## config.mk

```make
export PLATFORM = sky130hd
export DESIGN_NAME = emmc_traffic_gen
export DESIGN_NICKNAME = d
export VERILOG_FILES = /design/src/rtl/emmc_traffic_gen.sv
export SDC_FILE = /design/constraint.sdc
export NUM_CORES = 1
export LEC_CHECK = 0
export CORE_UTILIZATION = 46
export CTS_CLUSTER_DIAMETER = 30
export DETAILED_ROUTE_END_ITERATION = 10
export GPL_TIMING_DRIVEN = 0
export PLACE_DENSITY_LB_ADDON = 0.2
export SLEW_MARGIN = 20
export SYNTH_ARGS = -nofsm -noshare
export SYNTH_HDL_FRONTEND = slang
export SYNTH_SLANG_ARGS = --single-unit
export TNS_END_PERCENT = 1
```

## constraint.sdc

```tcl
create_clock -name clk_i -period 2.4 [get_ports clk_i]
set_input_delay 0.48 -clock clk_i [delete_from_list [all_inputs] [get_ports clk_i]]
set_output_delay 0.48 -clock clk_i [all_outputs]
set_load 0.02 [all_outputs]
```

## src/rtl/emmc_traffic_gen.sv

```systemverilog
// Write/read pattern traffic generator and checker for the emmc_sm user port.
// Build option: define EMMC_TG_CHECK_EN to enable read compare and length check.
module emmc_traffic_gen #(
    parameter int unsigned BLK_CNT   = 1,
    parameter int unsigned BLK_BYTES = 512,
    parameter int unsigned PASSES    = 0,
    parameter int unsigned PATTERN   = 0,
    parameter logic [7:0]  SEED      = 8'h01
) (
    input  logic        clk_i,
    input  logic        arst_i,
    input  logic        start_i,
    input  logic        stop_i,
    output logic        we_o,
    output logic        start_o,
    output logic [15:0] blk_cnt_o,
    output logic [7:0]  dat_o,
    input  logic [7:0]  dat_i,
    input  logic        dvalid_i,
    input  logic        ready_i,
    output logic        busy_o,
    output logic        done_o,
    output logic [15:0] pass_cnt_o,
    output logic [15:0] err_cnt_o,
    output logic        mismatch_o
);

    localparam int unsigned TOTAL = BLK_CNT * BLK_BYTES;
    localparam int unsigned CNT_W = $clog2(TOTAL + 1);

    typedef enum logic [2:0] {
        S_IDLE,
        S_WR_LAUNCH,
        S_WR_RUN,
        S_RD_LAUNCH,
        S_RD_RUN,
        S_DONE
    } state_t;

    state_t             state_q, state_d;
    logic               start_q, start_d;
    logic               we_q, we_d;
    logic [7:0]         gen_q, gen_d;
    logic [CNT_W-1:0]   cnt_q, cnt_d;
    logic               launched_q, launched_d;
    logic               stop_q, stop_d;
    logic [15:0]        pass_q, pass_d;
    logic [15:0]        err_q, err_d;
    logic               mis_q, mis_d;

    logic               xfer_end;
    logic               stop_now;
    logic [15:0]        pass_inc;
    logic [CNT_W-1:0]   cnt_step;

`ifdef EMMC_TG_CHECK_EN
    logic [1:0]         err_add;
    logic [16:0]        err_sum;
`else
    logic               unused_dat;
    assign unused_dat = ^dat_i;
`endif

    function automatic logic [7:0] next_byte(input logic [7:0] b);
        if (PATTERN == 0)
            return b + 8'd1;
        else
            return {b[6:0], b[7] ^ b[5] ^ b[4] ^ b[3]};
    endfunction

    function automatic logic [7:0] seed_for(input logic [7:0] p);
        logic [7:0] s;
        if (PATTERN == 0) begin
            s = SEED + p;
        end else begin
            s = SEED ^ p;
            if (s == 8'h00)
                s = 8'h01;
        end
        return s;
    endfunction

    assign xfer_end = launched_q & ready_i;
    assign pass_inc = pass_q + 16'd1;
    assign cnt_step = cnt_q + CNT_W'(dvalid_i);
    assign stop_now = stop_q | stop_i |
                      ((PASSES != 0) && (pass_inc == 16'(PASSES)));

    // State register
    always_ff @(posedge clk_i) begin
        if (arst_i)
            state_q <= S_IDLE;
        else
            state_q <= state_d;
    end

    // Next-state logic: launch waits for ready, run ends on ready after busy
    always_comb begin
        state_d = state_q;
        unique case (state_q)
            S_IDLE, S_DONE: begin
                if (start_i)
                    state_d = S_WR_LAUNCH;
            end
            S_WR_LAUNCH: begin
                if (ready_i)
                    state_d = S_WR_RUN;
            end
            S_WR_RUN: begin
                if (xfer_end)
                    state_d = S_RD_LAUNCH;
            end
            S_RD_LAUNCH: begin
                if (ready_i)
                    state_d = S_RD_RUN;
            end
            S_RD_RUN: begin
                if (xfer_end)
                    state_d = stop_now ? S_DONE : S_WR_LAUNCH;
            end
            default: state_d = S_IDLE;
        endcase
    end

    // Output and datapath next values: generator, counters, compare
    always_comb begin
        start_d    = 1'b0;
        we_d       = we_q;
        gen_d      = gen_q;
        cnt_d      = cnt_q;
        launched_d = launched_q;
        stop_d     = stop_q;
        pass_d     = pass_q;
        err_d      = err_q;
        mis_d      = 1'b0;
        busy_o     = (state_q != S_IDLE) && (state_q != S_DONE);
        done_o     = (state_q == S_DONE);

        // Direction settles on entry to launch, a cycle before start_o
        if (state_d == S_WR_LAUNCH)
            we_d = 1'b1;
        else if (state_d == S_RD_LAUNCH)
            we_d = 1'b0;

        unique case (state_q)
            S_IDLE, S_DONE: begin
                if (start_i) begin
                    pass_d = '0;
                    err_d  = '0;
                    stop_d = 1'b0;
                end
            end
            S_WR_LAUNCH, S_RD_LAUNCH: begin
                if (stop_i)
                    stop_d = 1'b1;
                if (ready_i) begin
                    start_d    = 1'b1;
                    gen_d      = seed_for(pass_q[7:0]);
                    cnt_d      = '0;
                    launched_d = 1'b0;
                end
            end
            S_WR_RUN, S_RD_RUN: begin
                if (stop_i)
                    stop_d = 1'b1;
                if (!ready_i)
                    launched_d = 1'b1;
                if (dvalid_i) begin
                    gen_d = next_byte(gen_q);
                    cnt_d = cnt_step;
                end
                if ((state_q == S_RD_RUN) && xfer_end)
                    pass_d = pass_inc;
            end
            default: ;
        endcase

`ifdef EMMC_TG_CHECK_EN
        err_add = 2'd0;
        err_sum = 17'd0;
        if ((state_q == S_RD_RUN) && dvalid_i && (dat_i != gen_q)) begin
            mis_d   = 1'b1;
            err_add = err_add + 2'd1;
        end
        if (((state_q == S_WR_RUN) || (state_q == S_RD_RUN)) &&
            xfer_end && (cnt_step != CNT_W'(TOTAL)))
            err_add = err_add + 2'd1;
        if (err_add != 2'd0) begin
            err_sum = {1'b0, err_q} + {15'd0, err_add};
            err_d   = err_sum[16] ? 16'hFFFF : err_sum[15:0];
        end
`else
        err_d = '0;
`endif
    end

    // Datapath registers
    always_ff @(posedge clk_i) begin
        if (arst_i) begin
            start_q    <= 1'b0;
            we_q       <= 1'b1;
            gen_q      <= SEED;
            cnt_q      <= '0;
            launched_q <= 1'b0;
            stop_q     <= 1'b0;
            pass_q     <= '0;
            err_q      <= '0;
            mis_q      <= 1'b0;
        end else begin
            start_q    <= start_d;
            we_q       <= we_d;
            gen_q      <= gen_d;
            cnt_q      <= cnt_d;
            launched_q <= launched_d;
            stop_q     <= stop_d;
            pass_q     <= pass_d;
            err_q      <= err_d;
            mis_q      <= mis_d;
        end
    end

    assign we_o       = we_q;
    assign start_o    = start_q;
    assign blk_cnt_o  = 16'(BLK_CNT);
    assign dat_o      = gen_q;
    assign pass_cnt_o = pass_q;
    assign err_cnt_o  = err_q;
    assign mismatch_o = mis_q;

endmodule
```

# Word level (Yosys, flattened, before mapping)
# Index checks and enable logic that the tools add are counted.
dict set report classes {
  shift 0
  div_mod_pow 0
  n_reduce_logical 17
  muxes 20
  order_cmp 0
  n_mul 0
  eq_ne 14
  n_addsub 3
  bitwise 3
}
# operator n
set op_table {}
lappend op_table {{16-bit two-way mux} 2}
lappend op_table {{16-bit case mux with 2 select lines} 1}
lappend op_table {{3-bit two-way mux} 6}
lappend op_table {{16-bit by 1-bit adder with 16-bit output, second input constant} 1}
lappend op_table {{8-bit two-way mux} 2}
lappend op_table {{8-bit case mux with 2 select lines} 1}
lappend op_table {{3-bit case mux with 5 select lines} 1}
lappend op_table {{3-bit AND reduction} 4}
lappend op_table {{2-bit inequality test, second input constant} 5}
lappend op_table {{2-bit OR reduction} 5}
lappend op_table {{3-bit by 2-bit equality test with 1-bit output, second input constant} 3}
lappend op_table {{1-bit by 8-bit adder with 8-bit output, first input constant} 1}
lappend op_table {{8-bit by 1-bit adder with 8-bit output, second input constant} 1}
lappend op_table {{3-bit by 1-bit equality test with 1-bit output, second input constant} 2}
lappend op_table {{3-bit equality test, second input constant} 2}
lappend op_table {{2-bit nonzero test} 3}
lappend op_table {{1-bit two-way mux} 5}
lappend op_table {{1-bit case mux with 2 select lines} 2}
lappend op_table {{4-bit OR reduction} 1}
lappend op_table {{3-bit zero test} 1}
lappend op_table {{3-bit inequality test, second input constant} 1}
lappend op_table {{3-bit nonzero test} 1}
lappend op_table {{1-bit logical AND} 2}
lappend op_table {{2-bit by 1-bit inequality test with 1-bit output, second input constant} 1}
lappend op_table {{other kinds (3)} 3}
dict set report totals {
  memories 0
  in_bits 14
  output_inout_bits 61
  word_cells 64
  register_bits 31
  rom_bits 0
  ram_bits 0
  latch_bits 0
}

# Logic depth before layout (Yosys ltp)
dict set report depth {
  word_depth 6
  ltp_mapped 12
}

# Worst setup path after synthesis
# Ideal clock, no wire load.
dict set report synth_path {
  path_kind {reg-to-reg}
  start {register state_q[2]}
  end {register gen_q[6], in the netlist dat_o[6]}
  required_time_ns 2.268
  period_less_slack_ns 2.142
  arrival_ns 2.010
  path_stages_with_launch 13
  slack_ns 0.258
  cell_sequence {dfxtp_1 > buf_4 > xor2_1 > nand2b_1 > buf_2 > nand2_1 > nand2_1 > ha_1 > and3_1 > nand3_1 > nor2_1 > a2111oi_0 > nor3_1}
}
dict set report synth_between {
  elab_chain_cells 4
}
# item line_no
set synth_rtl {}
lappend synth_rtl {{from (decl)} 40} ;# state_t state_q, state_d;
lappend synth_rtl {{from (signal assigned)} 94} ;# state_q <= state_d;
lappend synth_rtl {{3-bit by 1-bit equality test with 1-bit output (tied with other cells)} 145} ;# unique case (state_q)
lappend synth_rtl {{2-bit OR reduction} 145}
lappend synth_rtl {{2-bit inequality test (no line) or 2-bit nonzero test (tied branches)} -}
lappend synth_rtl {{3-bit AND reduction (no line)} -}
lappend synth_rtl {{to (signal assigned)} 212} ;# gen_q <= gen_d;
lappend synth_rtl {{to (decl)} 43} ;# logic [7:0] gen_q, gen_d;
# Several ways; a longest one is shown, not always the timed one.
# A chain may end at the register's enable or synchronous reset.

# Final worst setup path
# Same ends and word-level chain as after synthesis.

==> reports/results.env <==
WORST_HOLD_PATH_TYPE='flip-flop to flip-flop'
FINAL.FILL_COUNT=418
PERIOD_MINUS_SLACK_PS=2230
TOTAL_INSTANCE_COUNT_AFTER_DETAILED_PLACEMENT=381
GR-USAGE-ALL-LAYERS_PCT=20.1
TOTALNEGATIVESETUPSLACK_PS=0
PIN_COUNT=75
GRT_PASS1_WL_UM=7830
SYNTHCELLS=265
GRT_MAX_DEGREE=20
LAYOUT_COMMON_CELLS='buf_4, conb_1, clkdlybuf4s50_1'
VIA_COUNT_OF_THE_FIRST_GLOBAL_ROUTING_PASS=1593
MET3_WIRELENGTH_UM=327
SYNTH-WARNING-COUNT=0
CRITICAL_PATH_TYPE='flip-flop to flip-flop'
HOLDWS_PS=470
RUN_STATUS='finished, violations left'
INITIAL_ANTENNA_VIOLATION_COUNT=0
FLOORPLAN.DIE_AREA_UM2=4970
FINALHOLDVIOLCOUNT=0
FINAL.SETUP_SKEW_PS=6.49
CLK_LATENCY_PS=290
DIE_X_UM=70.5
P_LEAK_uW=0.00114
TRITONCTS_NUM_SINKS=31
WORST_EP_REQUIRED_TIME_PS=2550
ROOT_BUFFER='clkbuf_8'
CORE_REGION_AREA_UM2=4440
CRIT_ARRIVAL_PS=2380
TRITONCTS='done'
POWER.TOTAL_uW=1280
FINAL_NETS=354
CLK_PIN_SLEW_WORST_PATHS_PS=60
SLEW_VIOLATIONS=0
START_UTIL_PCT=48.6
GP_CONGESTION=0.886
POST-ROUTE-UTIL_PCT=63.4
ROUTE.VIAS.TOTAL=1935
ROUTE.MET2.WL_UM=2300
GRT_OVERFLOW_TOTAL=0
WORSTREG2REGEND='dat_o[6]$_SDFFE_PP0P_'
INITIALDRTVIOLATIONCOUNT=147
SYNTH_CELL_TYPE_COUNT=56
FAILED_CHECKS='design-rule violations'
DETAIL-ROUTE-ANTENNA-NETS=0
POWER.DENSITY_CELL_AREA_nW_PER_UM2=454
FF_LATCH_COUNT_SYNTH=31
END_POINT_OF_THE_MOST_CRITICAL_HOLD_PATH='stop_q$_SDFFE_PP0P_'
CTSLONGESTPATHBUFFERS=2
ANTENNA_CELLS=0
VIAS_PER_CELL=4.96
TOPROUTINGLAYERUSED='met4'
HOLDCRITSTARTPOINT='stop_q$_SDFFE_PP0P_'
VDD_IR_DROP_MAX_V=0.000499
CRITPATHLAUNCHTYPE='flip-flop'
DIE_HEIGHT_UM=70.5
MAX_CLOCK_FREQ_MHz=449
MAX_CAP_VIOLATIONS=0
NUMBER_OF_BUFFERS_ADDED_BY_THE_CLOCK_TREE_SYNTHESIS_STEP=5
ROUTE.DETAILED.WL_PER_INST_UM=12.4
PORT_BUFFERS=33
FINAL_CELL_COUNT_NO_FILL=390
POST-ROUTE-DRC-COUNT=6
TIMING.FINAL.CRIT_SHARE_PCT=92.8
CRITICAL_PATH_ENDPOINT_CATEGORY='flip-flop'
CRITICAL_PATH.REG2REG.STARTPOINT='state_q[2]$_SDFF_PP0_'
MET1_LENGTH_UM=2160
FF2FF_PATH_DEPTH=12
SYN_AVG_CELL_AREA_UM2=8.14
REG2REG_SETUP_SLACK_PS=170
FINALSETUPVIOLCOUNT=0
WORST_PIN_SLEW_PS=554
HOLD-PATH-CELL-COUNT=2
WORST_MAX_SLEW_MARGIN_EXPRESSED_RELATIVE_TO_THE_LIMIT_PCT=63.1
CLOCK_TREE.HTREE_LEVEL_COUNT=2
LAYOUT_COMMONEST_CELL='buf_4'
SYNTH_EDF_COUNT=0
SYNTH_ASYNC_SR_FLOP_SHARE_PCT=0
YS_DOMINANT_REG_CELL='dfxtp_1'
YS_SEQ_AREA_SHARE_PCT=28.8
DRIVE_ABOVE_1_SHARE_PCT=22.2
FLOORPLAN.ROWS=24
SETUP_REPAIR_AFTER_GLOBAL_ROUTING_MISSED_ITS_MARGIN='false'
SYNTHESIS.AREA_UM2=2160
DETAILEDPLACEMENTHPWL_UM=3600
CRITICAL_PATH.MAX_FANOUT=10
TOTALWIRELENGTH_UM=4850
LAYOUT-AREA-OVERHEAD-VS-SYNTH_PCT=30.5
DRT_FIRST_PASS_ITERS=7
cell usage after synthesis (all sizes together), types with 3 or more instances:
cell / n / share of area [%]
clkbuf: 4 / 0.70
xnor2: 18 / 8.0
buf: 45 / 15
nor4: 7 / 3.4
inv: 3 / 0.52
nor2b: 3 / 0.87
nor3: 10 / 2.3
a21oi: 11 / 3.1
and4: 3 / 1.2
a211oi: 4 / 1.4
nand2b: 6 / 1.7
dfxtp: 31 / 29
nor4b: 3 / 1.2
nand3: 10 / 2.3
nand4: 4 / 1.2
and3: 3 / 0.87
o21ai: 8 / 1.9
nand2: 24 / 4.2
nor2: 27 / 5.0
what timing repair did:
item	in CTS	in global routing
pin swaps	0	1
endpoints found under the setup margin	3	2
resized for setup	2	7
hold buffers	0	0
setup buffers	0	3
metrics by stage:
step                worst slack, ps  cell area, um^2
floorplan                       258             2270
CTS                            57.4             2760
detailed placement            -20.7             2670
finish                          172             2820
global placement              -1.53             2670
global route                   6.79             2820
flip-flops by register name, summed over array words and instances (netlist names):
signal      count
dat_o           8
we_o            1
state_q         3
launched_q      1
stop_q          1
start_o         1
pass_cnt_o     16
worst max path at each step:
stage | start | to | slack, ps | depth (start not counted)
final | state_q[2]$_SDFF_PP0_ | dat_o[6]$_SDFFE_PP0P_ | 170 | 12
after global routing | state_q[2]$_SDFF_PP0_ | dat_o[6]$_SDFFE_PP0P_ | 7 | 12
after CTS | state_q[2]$_SDFF_PP0_ | dat_o[6]$_SDFFE_PP0P_ | 60 | 12
after detailed placement | state_q[2]$_SDFF_PP0_ | dat_o[6]$_SDFFE_PP0P_ | -20 | 12
after global placement | state_q[2]$_SDFF_PP0_ | dat_o[6]$_SDFFE_PP0P_ | -2 | 12
after floorplan | state_q[2]$_SDFF_PP0_ | dat_o[6]$_SDFFE_PP0P_ | 260 | 12
final cells by class:
type                    count  area, um^2  share of cell area, %
plain buffers              48         340                   12.1
clock buffers               6        82.6                   2.93
clock inverters             1        5.00                  0.178
inverters                   3        11.3                  0.400
multi-input cells         213        1340                   47.4
flip-flops and latches     31         622                   22.1
well taps                  52        65.1                   2.31
repair buffers             36         355                   12.6
cells by family after synthesis:
group / count (synthesis) / synth area share, %
other: 2 / 0.348
XOR/XNOR: 20 / 8.81
AND/OR/NAND/NOR: 112 / 28.5
adder cells (fa/ha/maj): 2 / 1.16
flip-flops: 31 / 28.8
multiplexers: 4 / 2.14
AO/OA/AOI/OAI: 42 / 14.0
buffers and inverters: 52 / 16.3
where the power goes:
part	leakage (uW)	switching [uW]	internal, uW	total [uW]
clock	0.0000470	200	225	425
combinational	0.000837	177	132	309
sequential	0.000251	16.7	530	546
critical path, stage by stage (launching register included):
cell and delay (ps):
dfxtp_1 310, buf_4 190, xor2_4 200, nand2b_1 70
clkbuf_4 190, nand2_1 80, nand2_1 100, ha_4 200
and3_1 180, nand3_1 100, nor2_1 50, a2111oi_1 340
nor3_1 80
metal layers:
| layer | global-route usage [%] | vias to the layer above |
|---|---|---|
| met5 | 0 | - |
| met4 | 6.58 | 0 |
| met3 | 4.33 | 5 |
| met2 | 32.5 | 64 |
| met1 | 26.6 | 873 |
| li1 | - | 993 |
Note: power is estimated with default switching activity, not from simulation.
